<file path="src/rtl/dp_seq_ctrl.sv">
// dp_seq_ctrl: command FIFO plus IDLE/EXEC/WB sequencer driving the
// rf/alu/mux2 datapath.
// Ports: cmd_* host valid/ready command in; dp_* datapath controls out,
// dp_z/dp_v ALU status in; flag_z/flag_v, busy, cmd_done, cmd_err status.
module dp_seq_ctrl #(
  parameter int DEPTH = 4,
  parameter int AW    = 5,
  parameter int DW    = 32
) (
  input  logic          clk,
  input  logic          rst_n,
  input  logic          cmd_valid,
  output logic          cmd_ready,
  input  logic [2:0]    cmd_op,
  input  logic [1:0]    cmd_aluc,
  input  logic [AW-1:0] cmd_ra,
  input  logic [AW-1:0] cmd_rb,
  input  logic [AW-1:0] cmd_rw,
  input  logic [DW-1:0] cmd_imm,
  output logic [AW-1:0] dp_ra,
  output logic [AW-1:0] dp_rb,
  output logic [AW-1:0] dp_rw,
  output logic          dp_we,
  output logic          dp_s,
  output logic [1:0]    dp_aluc,
  output logic [DW-1:0] dp_rd,
  input  logic          dp_z,
  input  logic          dp_v,
  output logic          flag_z,
  output logic          flag_v,
  output logic          busy,
  output logic          cmd_done,
  output logic          cmd_err
);
  localparam int PW = $clog2(DEPTH);
  localparam int EW = 5 + 3 * AW + DW;

  typedef enum logic [1:0] {IDLE, EXEC, WB} state_t;

  state_t st, nxt;

  logic [EW-1:0] mem [DEPTH];
  logic [PW:0]   wptr, rptr;
  logic          full, empty, push, pop;

  logic [2:0]    h_op;
  logic [1:0]    h_aluc;
  logic [AW-1:0] h_ra, h_rb, h_rw;
  logic [DW-1:0] h_imm;

  logic [1:0]    c_op;
  logic [1:0]    c_aluc;
  logic [AW-1:0] c_ra, c_rb, c_rw;
  logic [DW-1:0] c_imm;
  logic [3:0]    c_cnt;

  logic is_alu, is_ldi, is_cmp, is_rep;
  logic fin, load, fl_upd, dec;

  // extra pointer bit separates full from empty
  assign empty = (wptr == rptr);
  assign full  = (wptr[PW] != rptr[PW]) &&
                 (wptr[PW-1:0] == rptr[PW-1:0]);
  assign push  = cmd_valid && !full;
  assign cmd_ready = !full;
  assign busy  = (st != IDLE) || !empty;

  assign {h_op, h_aluc, h_ra, h_rb, h_rw, h_imm} =
    mem[rptr[PW-1:0]];

  always_ff @(posedge clk) begin
    if (!rst_n) begin
      wptr <= '0;
      rptr <= '0;
    end else begin
      if (push) begin
        mem[wptr[PW-1:0]] <= {cmd_op, cmd_aluc, cmd_ra,
                              cmd_rb, cmd_rw, cmd_imm};
        wptr <= wptr + 1'b1;
      end
      if (pop) rptr <= rptr + 1'b1;
    end
  end

  assign is_alu = (c_op == 2'd0);
  assign is_ldi = (c_op == 2'd1);
  assign is_cmp = (c_op == 2'd2);
  assign is_rep = (c_op == 2'd3);

  always_ff @(posedge clk) begin
    if (!rst_n) st <= IDLE;
    else        st <= nxt;
  end

  always_comb begin
    nxt      = st;
    fin      = 1'b0;
    pop      = 1'b0;
    load     = 1'b0;
    fl_upd   = 1'b0;
    dec      = 1'b0;
    cmd_done = 1'b0;
    cmd_err  = 1'b0;
    dp_ra    = '0;
    dp_rb    = '0;
    dp_rw    = '0;
    dp_we    = 1'b0;
    dp_s     = 1'b0;
    dp_aluc  = '0;
    dp_rd    = '0;
    unique case (st)
      IDLE: fin = 1'b1;
      EXEC: begin
        // REP accumulates into its destination
        dp_ra   = is_rep ? c_rw : c_ra;
        dp_rb   = c_rb;
        dp_aluc = c_aluc;
        unique case (1'b1)
          is_alu: begin
            fl_upd = 1'b1;
            nxt    = WB;
          end
          is_ldi: nxt = WB;
          is_cmp: begin
            fl_upd   = 1'b1;
            cmd_done = 1'b1;
            fin      = 1'b1;
          end
          is_rep: begin
            if (c_cnt == 4'd0) begin
              cmd_done = 1'b1;
              fin      = 1'b1;
            end else begin
              fl_upd = 1'b1;
              nxt    = WB;
            end
          end
          default: nxt = IDLE;
        endcase
      end
      WB: begin
        dp_ra   = is_rep ? c_rw : c_ra;
        dp_rb   = c_rb;
        dp_aluc = c_aluc;
        dp_rw   = c_rw;
        dp_we   = 1'b1;
        dp_s    = is_ldi;
        if (is_ldi) dp_rd = c_imm;
        dec = is_rep;
        // flag_v holds this iteration's overflow
        if (is_rep && c_cnt != 4'd1 && !flag_v) begin
          nxt = EXEC;
        end else begin
          cmd_done = 1'b1;
          fin      = 1'b1;
        end
      end
      default: nxt = IDLE;
    endcase
    if (fin) begin
      pop     = !empty;
      load    = pop && !h_op[2];
      cmd_err = pop && h_op[2];
      nxt     = load ? EXEC : IDLE;
    end
  end

  always_ff @(posedge clk) begin
    if (!rst_n) begin
      c_op   <= '0;
      c_aluc <= '0;
      c_ra   <= '0;
      c_rb   <= '0;
      c_rw   <= '0;
      c_imm  <= '0;
      c_cnt  <= '0;
      flag_z <= 1'b0;
      flag_v <= 1'b0;
    end else begin
      if (fl_upd) begin
        flag_z <= dp_z;
        flag_v <= dp_v;
      end
      if (dec) c_cnt <= c_cnt - 4'd1;
      if (load) begin
        c_op   <= h_op[1:0];
        c_aluc <= h_aluc;
        c_ra   <= h_ra;
        c_rb   <= h_rb;
        c_rw   <= h_rw;
        c_imm  <= h_imm;
        c_cnt  <= h_imm[3:0];
      end
    end
  end

endmodule

</file>
<file path="config.mk">
export PLATFORM = sky130hd
export DESIGN_NAME = dp_seq_ctrl
export DESIGN_NICKNAME = d
export VERILOG_FILES = /design/src/rtl/dp_seq_ctrl.sv
export SDC_FILE = /design/constraint.sdc
export NUM_CORES = 1
export LEC_CHECK = 0
export BUFFER_PORTS_ARGS = -buffer_cell sky130_fd_sc_hd__clkbuf_2
export CORE_MARGIN = 1.5
export CORE_UTILIZATION = 63
export CTS_CLUSTER_DIAMETER = 80
export DETAILED_ROUTE_END_ITERATION = 10
export PLACE_DENSITY = 0.85
export SYNTH_ARGS = -nofsm -noshare
export SYNTH_HDL_FRONTEND = slang
export SYNTH_SLANG_ARGS = --single-unit
</file>
<file path="constraint.sdc">
create_clock -name clk -period 4.9 [get_ports clk]
set_clock_uncertainty 0.05 [all_clocks]
set_input_delay 0.245 -clock clk [delete_from_list [all_inputs] [get_ports clk]]
set_output_delay 0.245 -clock clk [all_outputs]
set_load 0.03 [all_outputs]
</file>
# ---- Word level (Yosys, flattened, before mapping)
# Memories as Yosys holds them, arrays and structs flattened. A register that Yosys moved wholly into a read port is not among the register bits.
# Index checks and enable logic that the tools add are counted.
dict set report totals {
  ff_bits 65
  mem_bits_rw 208
  input_bits 57
  out_inout_bits 57
  elab_cells 83
  n_memories 1
}
# name words word_bits read_ports rd_clocked_by_memory_dff wr line_no
set memory_table {}
lappend memory_table {mem 4 52 1 1 1 42} ;# logic [EW-1:0] mem [DEPTH];
dict set report op_classes {
  n_addsub 3
  n_eq_ne 13
  n_mux 34
  reduce_logical 20
}
# cell count
set ops {}
lappend ops {{32-bit 2-to-1 mux} 2}
lappend ops {{5-bit 2-to-1 mux} 4}
lappend ops {{1-bit 2-to-1 mux} 14}
lappend ops {{2-bit 2-to-1 mux} 6}
lappend ops {{2-bit case mux with 3 select lines} 2}
lappend ops {{4-bit 2-to-1 mux} 2}
lappend ops {{3-bit by 1-bit adder with 3-bit output, second input constant} 2}
lappend ops {{2-bit == test, second input constant} 3}
lappend ops {{1-bit logical AND} 6}
lappend ops {{3-bit inequality test, second input constant} 2}
lappend ops {{1-bit case mux with 2 select lines} 3}
lappend ops {{2-bit OR reduction} 3}
lappend ops {{2-bit by 1-bit == test with 1-bit output, second input constant} 2}
lappend ops {{1-bit zero test} 4}
lappend ops {{2-bit zero test} 2}
lappend ops {{4-bit zero test} 1}
lappend ops {{4-bit by 1-bit inequality test with 1-bit output, second input constant} 1}
lappend ops {{4-bit inequality test, second input constant} 1}
lappend ops {{4-bit AND reduction} 1}
lappend ops {{2-bit nonzero test} 2}
lappend ops {{4-bit by 1-bit subtractor with 4-bit output, second input constant} 1}
lappend ops {{3-bit == test} 1}
lappend ops {{1-bit case mux with 3 select lines} 1}
lappend ops {{2-bit == test} 1}
lappend ops {{other kinds (3)} 3}

# ---- Longest topological paths before layout
dict set report logic_depth {
  word_depth 8
  mapped_depth 9
  depth_no_buf 7
}

# ---- Least setup slack after synthesis
# No wires, ideal clock.
dict set report synth_path {
  kind {register -> register}
  from {register wptr[0]}
  to {memory mem[1][0] (netlist bit) (enable)}
  setup_ns 0.415
  arrival_time_ns 2.283
  required_ns 4.435
  setup_slack_ns 2.152
  stages_incl_launch_ff 4
  n_path_buf 0
  period_less_slack_ns 2.748
  path_cell_list {dfxtp_1 -> xnor2_1 -> a31oi_1 -> and3_1}
}
dict set report synth_via {
  elab_chain_len 7
}
# item line_no
set synth_lines {}
lappend synth_lines {{start, declared} 43} ;# logic [PW:0] wptr, rptr;
lappend synth_lines {{start signal, assigned} 79} ;# wptr <= wptr + 1'b1;
lappend synth_lines {{2-bit == test} 63} ;# (wptr[PW-1:0] == rptr[PW-1:0]);
lappend synth_lines {{1-bit logical AND} 62} ;# assign full = (wptr[PW] != rptr[PW]) &&
lappend synth_lines {{1-bit zero test} 64} ;# assign push = cmd_valid && !full;
lappend synth_lines {{1-bit logical AND} 64}
lappend synth_lines {{1-bit 2-to-1 mux} 76} ;# if (push) begin
lappend synth_lines {{1-bit 2-to-1 mux} 72} ;# if (!rst_n) begin
lappend synth_lines {{1-bit 2-to-1 mux (implied by the code)} 77} ;# mem[wptr[PW-1:0]] <= {cmd_op, cmd_aluc, cmd_ra,
lappend synth_lines {{end, declared} 42}
# Several ways; a longest one is shown, not always the timed one.

# ---- Worst setup path after layout
dict set report layout_path {
  from {register st[0]}
  to {output dp_rd[16]}
}
dict set report layout_via {
  elab_chain_len 2
}
# item line_no
set layout_lines {}
lappend layout_lines {{start, declared} 40} ;# state_t st, nxt;
lappend layout_lines {{start signal, assigned} 92} ;# else st <= nxt;
lappend layout_lines {{2-bit == test} 111} ;# unique case (st)
lappend layout_lines {{32-bit 2-to-1 mux} 111}
lappend layout_lines {{end, declared} 26} ;# output logic [DW-1:0] dp_rd,
# Every way passes these cells.

==> results.py <==
metrics = {
    "layout": {
        "area_growth_pct": 18.9,
        "diodes": 0,
        "drive_gt1_share_pct": 30.2,
        "final_common_cell": "edfxtp_1",
        "layout_common_cells": "edfxtp_1 (208), clkbuf_2 (112), nand2_1 (65), dfxtp_1 (65), dlygate4sd3_1 (54)",
        "final_area_um2": 13000,
        "finalNonFillerCells": 1078,
        "finish.utilization_pct": 77.4,
        "nets": 907,
    },
    "logic_synthesis": {
        "synth_edf_count": 208,
        "synth_fp_nets": 746,
        "synth.distinct_cells": 41,
        "yosys_warnings": 0,
        "avgSynthCellArea_um2": 16.1,
        "async_flop_share_pct": 0,
        "ys_seq_area_share_pct": 69.5,
        "syn-instance-count": 677,
        "synth-main-ff-cell": "edfxtp_1",
        "ys_ff_latch": 275,
        "synthesis.area_um2": 10900,
    },
    "power": {
        "power_density_nw_per_um2": 486,
        "max-vdd-ir-drop_mv": 0.700,
        "p_leak_uw": 0.00459,
    },
    "floorplan": {
        "core_um2": 16800,
        "ios": 114,
        "chipHeight_um": 135,
        "rows": 47,
        "die_area_um2": 18100,
        "die_x_um": 135,
        "initial_core_util_pct": 65.1,
    },
    "clock_tree": {
        "cts_tree": "built",
        "clkSinkCount": 275,
        "cts_buffers": 27,
        "htreeDepth": 1,
        "post_cts_resized": 0,
        "clockBufferDepth": 3,
        "clk_latency_ns": 0.53,
        "clk_pin_slew_ns": 0.07,
        "root_buffer": "clkbuf_16",
    },
    "routing": {
        "drcViolationCount": 0,
        "viasPerCell": 5.99,
        "wl_per_cell_um": 21.6,
        "antenna_left": 0,
        "wl_um": 23300,
        "drtIter0Drc": 573,
        "num_vias": 6454,
        "firstDrtPassIters": 5,
    },
    "critical_path": {
        "cp_num_buf_inv": 2,
        "path_class": "reg2out",
        "arrival_ns": 3.00,
        "crit_required_ns": 4.61,
        "worst_path_max_delay_cell": "and3_1",
        "crit_chain": "inv_1 -> ha_1 -> and3_1 -> and2_1 -> clkbuf_2",
        "crit_path_end_kind": "output pin",
        "crit_fanout": 33,
        "cp_top_family": "simple AND/OR/NAND/NOR gates",
        "startpoint_type": "register",
        "cpPeakStageDelay_ns": 1.09,
    },
    "timing": {
        "finalSetupViolations": 0,
        "min_period_over_period_pct": 67.3,
        "timing.fmax_ghz": 0.303,
        "post-route-min-period_ns": 3.30,
        "final-hold-violation-count": 0,
        "fin_hold_ws_ns": 0.153,
        "rsz0062_at_grt": "false",
        "worstMarginPinSlew_ns": 1.29,
        "final.setup.tns_ns": 0,
        "max_slew_margin_pct": 13.9,
        "report.final.slew_viol_count": 0,
    },
    "grt": {
        "grt_pass1_vias": 6773,
        "grt.overflow.total": 0,
        "grt_pass1_wl_um": 35900,
        "antenna_found_initial": 0,
        "gr-usage-all-layers_pct": 26.2,
        "grt_max_degree": 109,
    },
    "placed_design": {
        "dp.final_hpwl_um": 13300,
        "placed_area_um2": 11600,
        "port_buffers": 113,
        "routabilityCongestion": 0.834,
        "place_inst": 975,
    },
    "flow_run": {
        "max_cap_violations": 0,
    },
    "status": {
        "status": "complete, no violations",
    },
    "min_path": {
        "holdCritPathClass": "in2reg",
    },
}
final cells by class:
cell class,count,area (um^2)
Sequential cell,275,7590
Fill cell,897,3790
Multi-Input combinational cell,349,3070
Timing Repair Buffer,175,1180
Clock buffer,41,768
Tap cell,220,275
Clock inverter,8,45.0
Inverter,10,37.5
through the flow:
step                setup WS, ns  total power (uW)
floorplan                   2.15              4070
global placement            2.17              4300
detailed placement          1.99              4390
CTS                         1.63              6300
global route                1.45              6540
finish                      1.60              6300
cells by family (layout without fill, tap and decap cells):
logic type	after synthesis	after routing	synth area share, %
flip-flops	275	275	69.5
AND/OR/NAND/NOR	193	193	9.75
AO/OA/AOI/OAI	78	78	5.06
multiplexers	55	55	11.0
buffers and inverters	53	234	2.39
adder cells (fa/ha/maj)	12	12	1.38
XOR/XNOR	11	11	0.883
routing by layer:
layer | global-route usage, % | routed length, um | vias to the layer above
met3 | 4.20 | 1400 | 59
met2 | 45.1 | 12200 | 286
met4 | 10.3 | 697 | 0
li1 | - | - | 2877
met5 | 0 | 0 | -
met1 | 33.9 | 8990 | 3232
state kept, by name (all words and copies together), names as in the netlist, 2 cells and up, named ones only:
| register | cells |
|---|---|
| c_aluc | 2 |
| c_cnt | 4 |
| c_imm | 32 |
| c_op | 2 |
| c_ra | 5 |
| c_rb | 5 |
| c_rw | 5 |
| mem | 208 |
| rptr | 3 |
| st | 2 |
| wptr | 3 |
cell usage after synthesis (all sizes together), types with 5 or more instances:
cell | number | share of area [%]
and3 | 5 | 0.29
buf | 23 | 1.4
dfxtp | 67 | 12
nor2b | 5 | 0.29
mux4 | 52 | 11
ha | 12 | 1.4
a21boi | 11 | 0.76
clkbuf | 20 | 0.69
nand2 | 66 | 2.3
xnor2 | 8 | 0.64
nand3 | 56 | 3.4
o21ai | 52 | 3.1
and2 | 48 | 2.8
inv | 10 | 0.34
edfxtp | 208 | 57
worst reg2reg max path: cells and delay by family (launching register included):
kind	cells	cell delay [ns]
AO/OA/AOI/OAI	1	0.60
buffers and inverters	1	0.42
flip-flops	1	0.40
AND/OR/NAND/NOR	1	1.01
XOR/XNOR	1	0.16
path summary, 6_finish.rpt:
check,start,depth (start not counted),end,slack (ns)
worst max-delay path,st[0],5,dp_rd[16],1.60
worst min-delay path,rst_n,3,c_imm[11],0.15
worst max register to register,wptr[0],4,mem[1][43],1.95
worst min register to register,c_imm[26],2,c_imm[26],0.40
report_power, final:
group          internal (uW)  switching, uW  leakage, uW
Clock                   1080            814     0.000401
Combinational            602            847      0.00176
Sequential              2770            187      0.00244
Total                   4450           1850      0.00459
timing repair:
| action | CTS | global route |
|---|---|---|
| endpoints found under the hold margin | 210 | 0 |
| setup buffers | 0 | 0 |
| hold buffers | 54 | 0 |
(Power assumes the default switching activity.)
